`config.mk`:
```
export PLATFORM = sky130hd
export DESIGN_NAME = unified_mem_arbiter_flat
export DESIGN_NICKNAME = d
export VERILOG_FILES = /design/src/rtl/unified_mem_arbiter_if.sv /design/src/rtl/unified_mem_arbiter.sv /design/src/flat_wrapper.sv
export SDC_FILE = /design/constraint.sdc
export NUM_CORES = 1
export LEC_CHECK = 0
export ABC_CLOCK_PERIOD_IN_PS = 1350
export CAP_MARGIN = 30
export CORE_ASPECT_RATIO = 1.4
export CORE_UTILIZATION = 30
export CTS_BUF_LIST = sky130_fd_sc_hd__clkbuf_16
export DETAILED_ROUTE_END_ITERATION = 8
export GPL_TIMING_DRIVEN = 0
export PLACE_DENSITY = 0.73
export SKIP_CTS_REPAIR_TIMING = 1
export SYNTH_ARGS = -nofsm -noshare
export SYNTH_HDL_FRONTEND = slang
export SYNTH_SLANG_ARGS = --single-unit
```
`constraint.sdc`:
```
create_clock -name clk -period 1.35 [get_ports clk]
set_input_delay 0.135 -clock clk [delete_from_list [all_inputs] [get_ports clk]]
set_output_delay 0.135 -clock clk [all_outputs]
set_load 0.02 [all_outputs]
```
`src/rtl/unified_mem_arbiter_if.sv`:
```
// Bundles the fetch port, data port, memory port and stall outputs of the unified memory arbiter.
// The slave modport is the arbiter's view. The master modport is the pipeline and memory side.
interface unified_mem_arbiter_if #(
   parameter int unsigned ADDR_W = 32,
   parameter int unsigned DATA_W = 32
);
   logic              if_req;
   logic [ADDR_W-1:0] if_addr;
   logic [DATA_W-1:0] if_rdata;
   logic              if_ready;
   logic              d_read;
   logic              d_write;
   logic [ADDR_W-1:0] d_addr;
   logic [DATA_W-1:0] d_wdata;
   logic [DATA_W-1:0] d_rdata;
   logic              d_ready;
   logic              mem_en;
   logic              mem_we;
   logic [ADDR_W-1:0] mem_addr;
   logic [DATA_W-1:0] mem_wdata;
   logic [DATA_W-1:0] mem_rdata;
   logic              stall_if;
   logic              stall_pipe;

   modport slave (
      input  if_req, if_addr, d_read, d_write, d_addr, d_wdata, mem_rdata,
      output if_rdata, if_ready, d_rdata, d_ready, mem_en, mem_we, mem_addr, mem_wdata,
      output stall_if, stall_pipe
   );

   modport master (
      output if_req, if_addr, d_read, d_write, d_addr, d_wdata, mem_rdata,
      input  if_rdata, if_ready, d_rdata, d_ready, mem_en, mem_we, mem_addr, mem_wdata,
      input  stall_if, stall_pipe
   );
endinterface

```
`src/rtl/unified_mem_arbiter.sv`:
```
// Shares one fixed-latency single-port memory between instruction fetch and data access.
// Arbitration alternates when both sides compete. Each access runs strictly one at a time.
module unified_mem_arbiter #(
   parameter int unsigned MEM_LATENCY = 2,
   parameter int unsigned ADDR_W      = 32,
   parameter int unsigned DATA_W      = 32
) (
   input logic                  clk,
   input logic                  reset,
   unified_mem_arbiter_if.slave bus
);
   localparam int unsigned CNT_W = (MEM_LATENCY > 1) ? $clog2(MEM_LATENCY) : 1;
   localparam logic [CNT_W-1:0] CNT_LOAD = CNT_W'(MEM_LATENCY - 1);

   typedef enum logic [2:0] {StIdle, StServeI, StServeD, StDoneI, StDoneD} state_e;

   state_e            state_q, state_d;
   logic [CNT_W-1:0]  cnt_q, cnt_d;
   logic              last_d_q, last_d_d;
   logic              en_q, en_d;
   logic              we_q, we_d;
   logic [ADDR_W-1:0] addr_q, addr_d;
   logic [DATA_W-1:0] wdata_q, wdata_d;
   logic [DATA_W-1:0] if_rdata_q, if_rdata_d;
   logic [DATA_W-1:0] d_rdata_q, d_rdata_d;
   logic              d_req;
   logic              if_rdy;
   logic              d_rdy;

   assign d_req = bus.d_read | bus.d_write;

   always_comb begin
      state_d    = state_q;
      cnt_d      = cnt_q;
      last_d_d   = last_d_q;
      en_d       = 1'b0;
      we_d       = we_q;
      addr_d     = addr_q;
      wdata_d    = wdata_q;
      if_rdata_d = if_rdata_q;
      d_rdata_d  = d_rdata_q;
      unique case (state_q)
         StIdle: begin
            // Data wins a tie unless it was the last side served.
            if (d_req && (!bus.if_req || !last_d_q)) begin
               state_d  = StServeD;
               last_d_d = 1'b1;
               en_d     = 1'b1;
               we_d     = bus.d_write;
               addr_d   = bus.d_addr;
               wdata_d  = bus.d_wdata;
               cnt_d    = CNT_LOAD;
            end else if (bus.if_req) begin
               state_d  = StServeI;
               last_d_d = 1'b0;
               en_d     = 1'b1;
               we_d     = 1'b0;
               addr_d   = bus.if_addr;
               cnt_d    = CNT_LOAD;
            end
         end
         StServeI, StServeD: begin
            if (cnt_q != '0) begin
               cnt_d = cnt_q - CNT_W'(1);
            end else if (state_q == StServeI) begin
               if_rdata_d = bus.mem_rdata;
               state_d    = StDoneI;
            end else begin
               if (!we_q) begin
                  d_rdata_d = bus.mem_rdata;
               end
               state_d = StDoneD;
            end
         end
         StDoneI, StDoneD: state_d = StIdle;
         default:          state_d = StIdle;
      endcase
   end

   always_ff @(posedge clk) begin
      if (reset) begin
         state_q    <= StIdle;
         cnt_q      <= '0;
         last_d_q   <= 1'b0;
         en_q       <= 1'b0;
         we_q       <= 1'b0;
         addr_q     <= '0;
         wdata_q    <= '0;
         if_rdata_q <= '0;
         d_rdata_q  <= '0;
      end else begin
         state_q    <= state_d;
         cnt_q      <= cnt_d;
         last_d_q   <= last_d_d;
         en_q       <= en_d;
         we_q       <= we_d;
         addr_q     <= addr_d;
         wdata_q    <= wdata_d;
         if_rdata_q <= if_rdata_d;
         d_rdata_q  <= d_rdata_d;
      end
   end

   assign if_rdy         = (state_q == StDoneI);
   assign d_rdy          = (state_q == StDoneD);
   assign bus.if_ready   = if_rdy;
   assign bus.d_ready    = d_rdy;
   assign bus.if_rdata   = if_rdata_q;
   assign bus.d_rdata    = d_rdata_q;
   assign bus.mem_en     = en_q;
   assign bus.mem_we     = we_q;
   assign bus.mem_addr   = addr_q;
   assign bus.mem_wdata  = wdata_q;
   assign bus.stall_if   = bus.if_req & ~if_rdy;
   assign bus.stall_pipe = d_req & ~d_rdy;
endmodule

```
`src/flat_wrapper.sv`:
```
// flat-port wrapper written by rule: the top's interface ports become plain ports
module unified_mem_arbiter_flat 
#(
   parameter int unsigned MEM_LATENCY = 2,
   parameter int unsigned ADDR_W      = 32,
   parameter int unsigned DATA_W      = 32
)
  (clk, reset, bus_if_req, bus_if_addr, bus_d_read, bus_d_write, bus_d_addr, bus_d_wdata, bus_mem_rdata, bus_if_rdata, bus_if_ready, bus_d_rdata, bus_d_ready, bus_mem_en, bus_mem_we, bus_mem_addr, bus_mem_wdata, bus_stall_if, bus_stall_pipe);
  unified_mem_arbiter_if #(.ADDR_W(ADDR_W), .DATA_W(DATA_W)) bus_i ();
  input logic clk;
  input logic reset;
  input wire logic [$bits(bus_i.if_req)-1:0] bus_if_req;
  input wire logic [$bits(bus_i.if_addr)-1:0] bus_if_addr;
  input wire logic [$bits(bus_i.d_read)-1:0] bus_d_read;
  input wire logic [$bits(bus_i.d_write)-1:0] bus_d_write;
  input wire logic [$bits(bus_i.d_addr)-1:0] bus_d_addr;
  input wire logic [$bits(bus_i.d_wdata)-1:0] bus_d_wdata;
  input wire logic [$bits(bus_i.mem_rdata)-1:0] bus_mem_rdata;
  output wire logic [$bits(bus_i.if_rdata)-1:0] bus_if_rdata;
  output wire logic [$bits(bus_i.if_ready)-1:0] bus_if_ready;
  output wire logic [$bits(bus_i.d_rdata)-1:0] bus_d_rdata;
  output wire logic [$bits(bus_i.d_ready)-1:0] bus_d_ready;
  output wire logic [$bits(bus_i.mem_en)-1:0] bus_mem_en;
  output wire logic [$bits(bus_i.mem_we)-1:0] bus_mem_we;
  output wire logic [$bits(bus_i.mem_addr)-1:0] bus_mem_addr;
  output wire logic [$bits(bus_i.mem_wdata)-1:0] bus_mem_wdata;
  output wire logic [$bits(bus_i.stall_if)-1:0] bus_stall_if;
  output wire logic [$bits(bus_i.stall_pipe)-1:0] bus_stall_pipe;
  assign bus_i.if_req = bus_if_req;
  assign bus_i.if_addr = bus_if_addr;
  assign bus_i.d_read = bus_d_read;
  assign bus_i.d_write = bus_d_write;
  assign bus_i.d_addr = bus_d_addr;
  assign bus_i.d_wdata = bus_d_wdata;
  assign bus_i.mem_rdata = bus_mem_rdata;
  assign bus_if_rdata = bus_i.if_rdata;
  assign bus_if_ready = bus_i.if_ready;
  assign bus_d_rdata = bus_i.d_rdata;
  assign bus_d_ready = bus_i.d_ready;
  assign bus_mem_en = bus_i.mem_en;
  assign bus_mem_we = bus_i.mem_we;
  assign bus_mem_addr = bus_i.mem_addr;
  assign bus_mem_wdata = bus_i.mem_wdata;
  assign bus_stall_if = bus_i.stall_if;
  assign bus_stall_pipe = bus_i.stall_pipe;
  unified_mem_arbiter #(.MEM_LATENCY(MEM_LATENCY), .ADDR_W(ADDR_W), .DATA_W(DATA_W)) u_core (.clk(clk), .reset(reset), .bus(bus_i));
endmodule
```
==> flow_summary.yaml <==
run_status:
  status: "finished, violations left"
  violations: "setup timing"
setup_path:
  critical_path.endpoint_type: "register"
  worstPathRequired_ps: 1610
  critPathBufInv: 2
  worst-setup-path-type: "reg2reg"
  r2r_start: "u_core.state_q[1]$_SDFFE_PP0P_"
  cp-start-kind: "register"
  crit_fanout: 7
  critPathSlowestCell: "or4b_4"
  cp.arrival_ps: 1840
  critPathMaxStageDelay_ps: 610
  critPathTopFamily: "simple AND/OR/NAND/NOR gates"
  crit_start: "u_core.state_q[1]$_SDFFE_PP0P_"
  crit_chain: "buf_6 -> or4b_4 -> clkbuf_16 -> nand2_1 -> a21oi_1"
place:
  port_buffers: 265
  place_area_mm2: 0.008382
  gp_congestion: 0.8046
  hpwl_mm: 14.87
  dp_slack_ps: -629.0
clock_tree:
  clockBufferDepth: 2
  root_buffer: "clkbuf_16"
  numCtsBuffers: 17
  path_clk_slew_ps: 60
  htree_levels: 4
  clock_sinks: 135
  clk_latency_ps: 410
  cts_tree: "done"
finish:
  syn2layout_area_growth_pct: 85.88
  fin_nets: 1098
  antenna_cells: 0
  drive_above_1_share_pct: 20.04
  fill_cells: 1516
  stdcell_area_mm2: 0.01002
global_routing:
  grt_use_total_pct: 21.24
  antenna_found_initial: 0
  gr-total-overflow: 0
  grt_pass1_vias: 5922
  grt_pass1_wl_mm: 30.30
  grt_start_max_net_pins: 17
die:
  core-area_mm2: 0.01747
  initial_core_util_pct: 30.84
  ios: 267
  die_w_um: 115.3
  die_area_mm2: 0.01851
  die_y_um: 160.6
  num_rows: 57
drt:
  routed_via_density: 4.982
  drc: 0
  dr_total_vias: 6048
  first_pass_iters: 4
  ant_nets: 0
  routedWlPerCell_um: 17.36
  drtIter0Drc: 205
  drt_wl_total_mm: 21.08
synthesis:
  yosysMostFrequentCell: "dfxtp_1"
  synth-seq-cells: 135
  synth.distinct_cells: 30
  synth_nets: 791
  synthTopCellsByCount: "dfxtp_1, a21oi_1, nand2_1, nand3_1, o21ai_0"
  synth_top_cell_by_area: "dfxtp_1"
  synth.avg_cell_area_um2: 8.190
  async_reset_ff_share_pct: 0
  synth_cells: 658
  synth-edff-count: 0
  synth_flop_cell: "dfxtp_1"
  netlist_area_mm2: 0.005389
  synth_top_area_share_pct: 50.15
  yosys_warnings: 0
  synth_area_leaders: "dfxtp_1, a21oi_1, nand2_1"
  yosysSeqAreaShare_pct: 50.15
power:
  p_comb_share_pct: 36.2
  p_per_area_mw_per_mm2: 1456
  peakVddDrop_uv: 698.5
  total_power_w: 0.01459
  switching_share_pct: 33.58
  power_frac_seq_pct: 33.2
  p_switching_w: 0.004898
  power.internal_w: 0.009688
  clock_power_share_pct: 30.6
  p_leak_nw: 5.354
sta:
  fin_crit_sh_pct: 117.2
  max_freq_ghz: 0.6320
  whs_ps: 114.3
  drv_slew: 0
  fin_crit_ps: 1582
  slew_headroom_pct: 46.85
  rsz0062_at_grt: "true"
  final-setup-viol-count: 150
  hold_viol: 0
  setup_ws_ps: -232.3
  tightest_slew_ps: 797.2
  fin_worst_skew_ps: 8.450
job:
  drv_cap: 0
hold_path:
  hold_path_class: "in2reg"
  hold_start: "bus_d_write"
power by group through the flow:
stage / combinational (W) / clock, W / sequential [W]
after floorplan: 0.00187 / 0 / 0.00550
after global placement: 0.00455 / 0 / 0.00487
after detailed placement: 0.00459 / 0 / 0.00489
after CTS: 0.00461 / 0.00456 / 0.00481
after global routing: 0.00565 / 0.00474 / 0.00490
final: 0.00528 / 0.00446 / 0.00484
stage by stage:
stage | cells | TNS, ps | utilization (%)
CTS | 1191 | -54650 | 51.19
finish | 1214 | -21430 | 57.33
global route | 1214 | -28800 | 57.33
floorplan | 658 | -3496 | -
detailed placement | 1159 | -53230 | 47.97
global placement | 1159 | -51270 | 47.97
registers in the layout, summed over array words and instances (netlist names):
signal / count
u_core.bus.mem_wdata: 32
u_core.state_q: 3
u_core.last_d_q: 1
u_core.bus.d_rdata: 32
u_core.bus.mem_addr: 32
u_core.bus.mem_en: 1
u_core.bus.if_rdata: 32
u_core.cnt_q: 1
u_core.bus.mem_we: 1
layout by cell type, fill, tap and decap left out, types with 3 or more instances in the layout:
cell	count
dfxtp_2	3
clkbuf_1	17
buf_2	16
a21oi_2	22
a311oi_1	31
nor2_1	4
nand2_4	20
buf_6	19
clkinvlp_4	4
nand2_1	108
clkinv_2	3
clkinv_1	3
o21ai_2	27
clkbuf_4	6
nor3b_4	3
o21ai_0	10
dlymetal6s2s_1	115
clkdlybuf4s50_1	146
clkbuf_16	21
dfxtp_1	132
clkbuf_2	8
nand3_1	65
o21ai_1	31
buf_12	4
a21oi_1	110
buf_8	6
buf_4	17
tightest hold or removal path, cell delays in order:
cell,delay (ps)
dlymetal6s2s_1,180
nand3_1,100
a21oi_1,60
metal layers:
metal	vias up	share of wire (%)	global-route usage, %
met5	-	0	0
met4	0	2.7	8.146
met3	42	5.2	5.585
met2	240	54	39.57
met1	2820	38	22.26
li1	2946	-	-
logic make-up (layout without fill, tap and decap cells):
kind of cell / count (synthesis) / count (layout) / share of synthesized area, %
AO/OA/AOI/OAI: 236 / 236 / 24.54
AND/OR/NAND/NOR: 214 / 214 / 17.79
flip-flops: 135 / 135 / 50.15
buffers and inverters: 71 / 391 / 7.174
XOR/XNOR: 1 / 1 / 0.1626
multiplexers: 1 / 1 / 0.1858
final cells by class:
type / instances / area (µm²) / area share, %
plain buffers: 69 / 564.3 / 5.633
clock buffers: 17 / 425.4 / 4.247
clock inverters: 15 / 137.6 / 1.374
inverters: 1 / 3.754 / 0.03747
multi-input cells: 452 / 2708 / 27.03
flip-flops and latches: 135 / 2706 / 27.02
well taps: 236 / 295.3 / 2.948
repair buffers: 289 / 3177 / 31.71
final timing paths:
path | to | slack [ps] | depth (start not counted)
min reg2reg | u_core.bus.d_rdata[9]$_SDFFE_PP0P_ | 460 | 2
max reg2reg | u_core.bus.if_rdata[4]$_SDFFE_PP0P_ | -230 | 5
max | u_core.bus.if_rdata[4]$_SDFFE_PP0P_ | -230 | 5
min | u_core.bus.mem_we$_SDFFE_PP0P_ | 110 | 3
(Power assumes the default switching activity.)
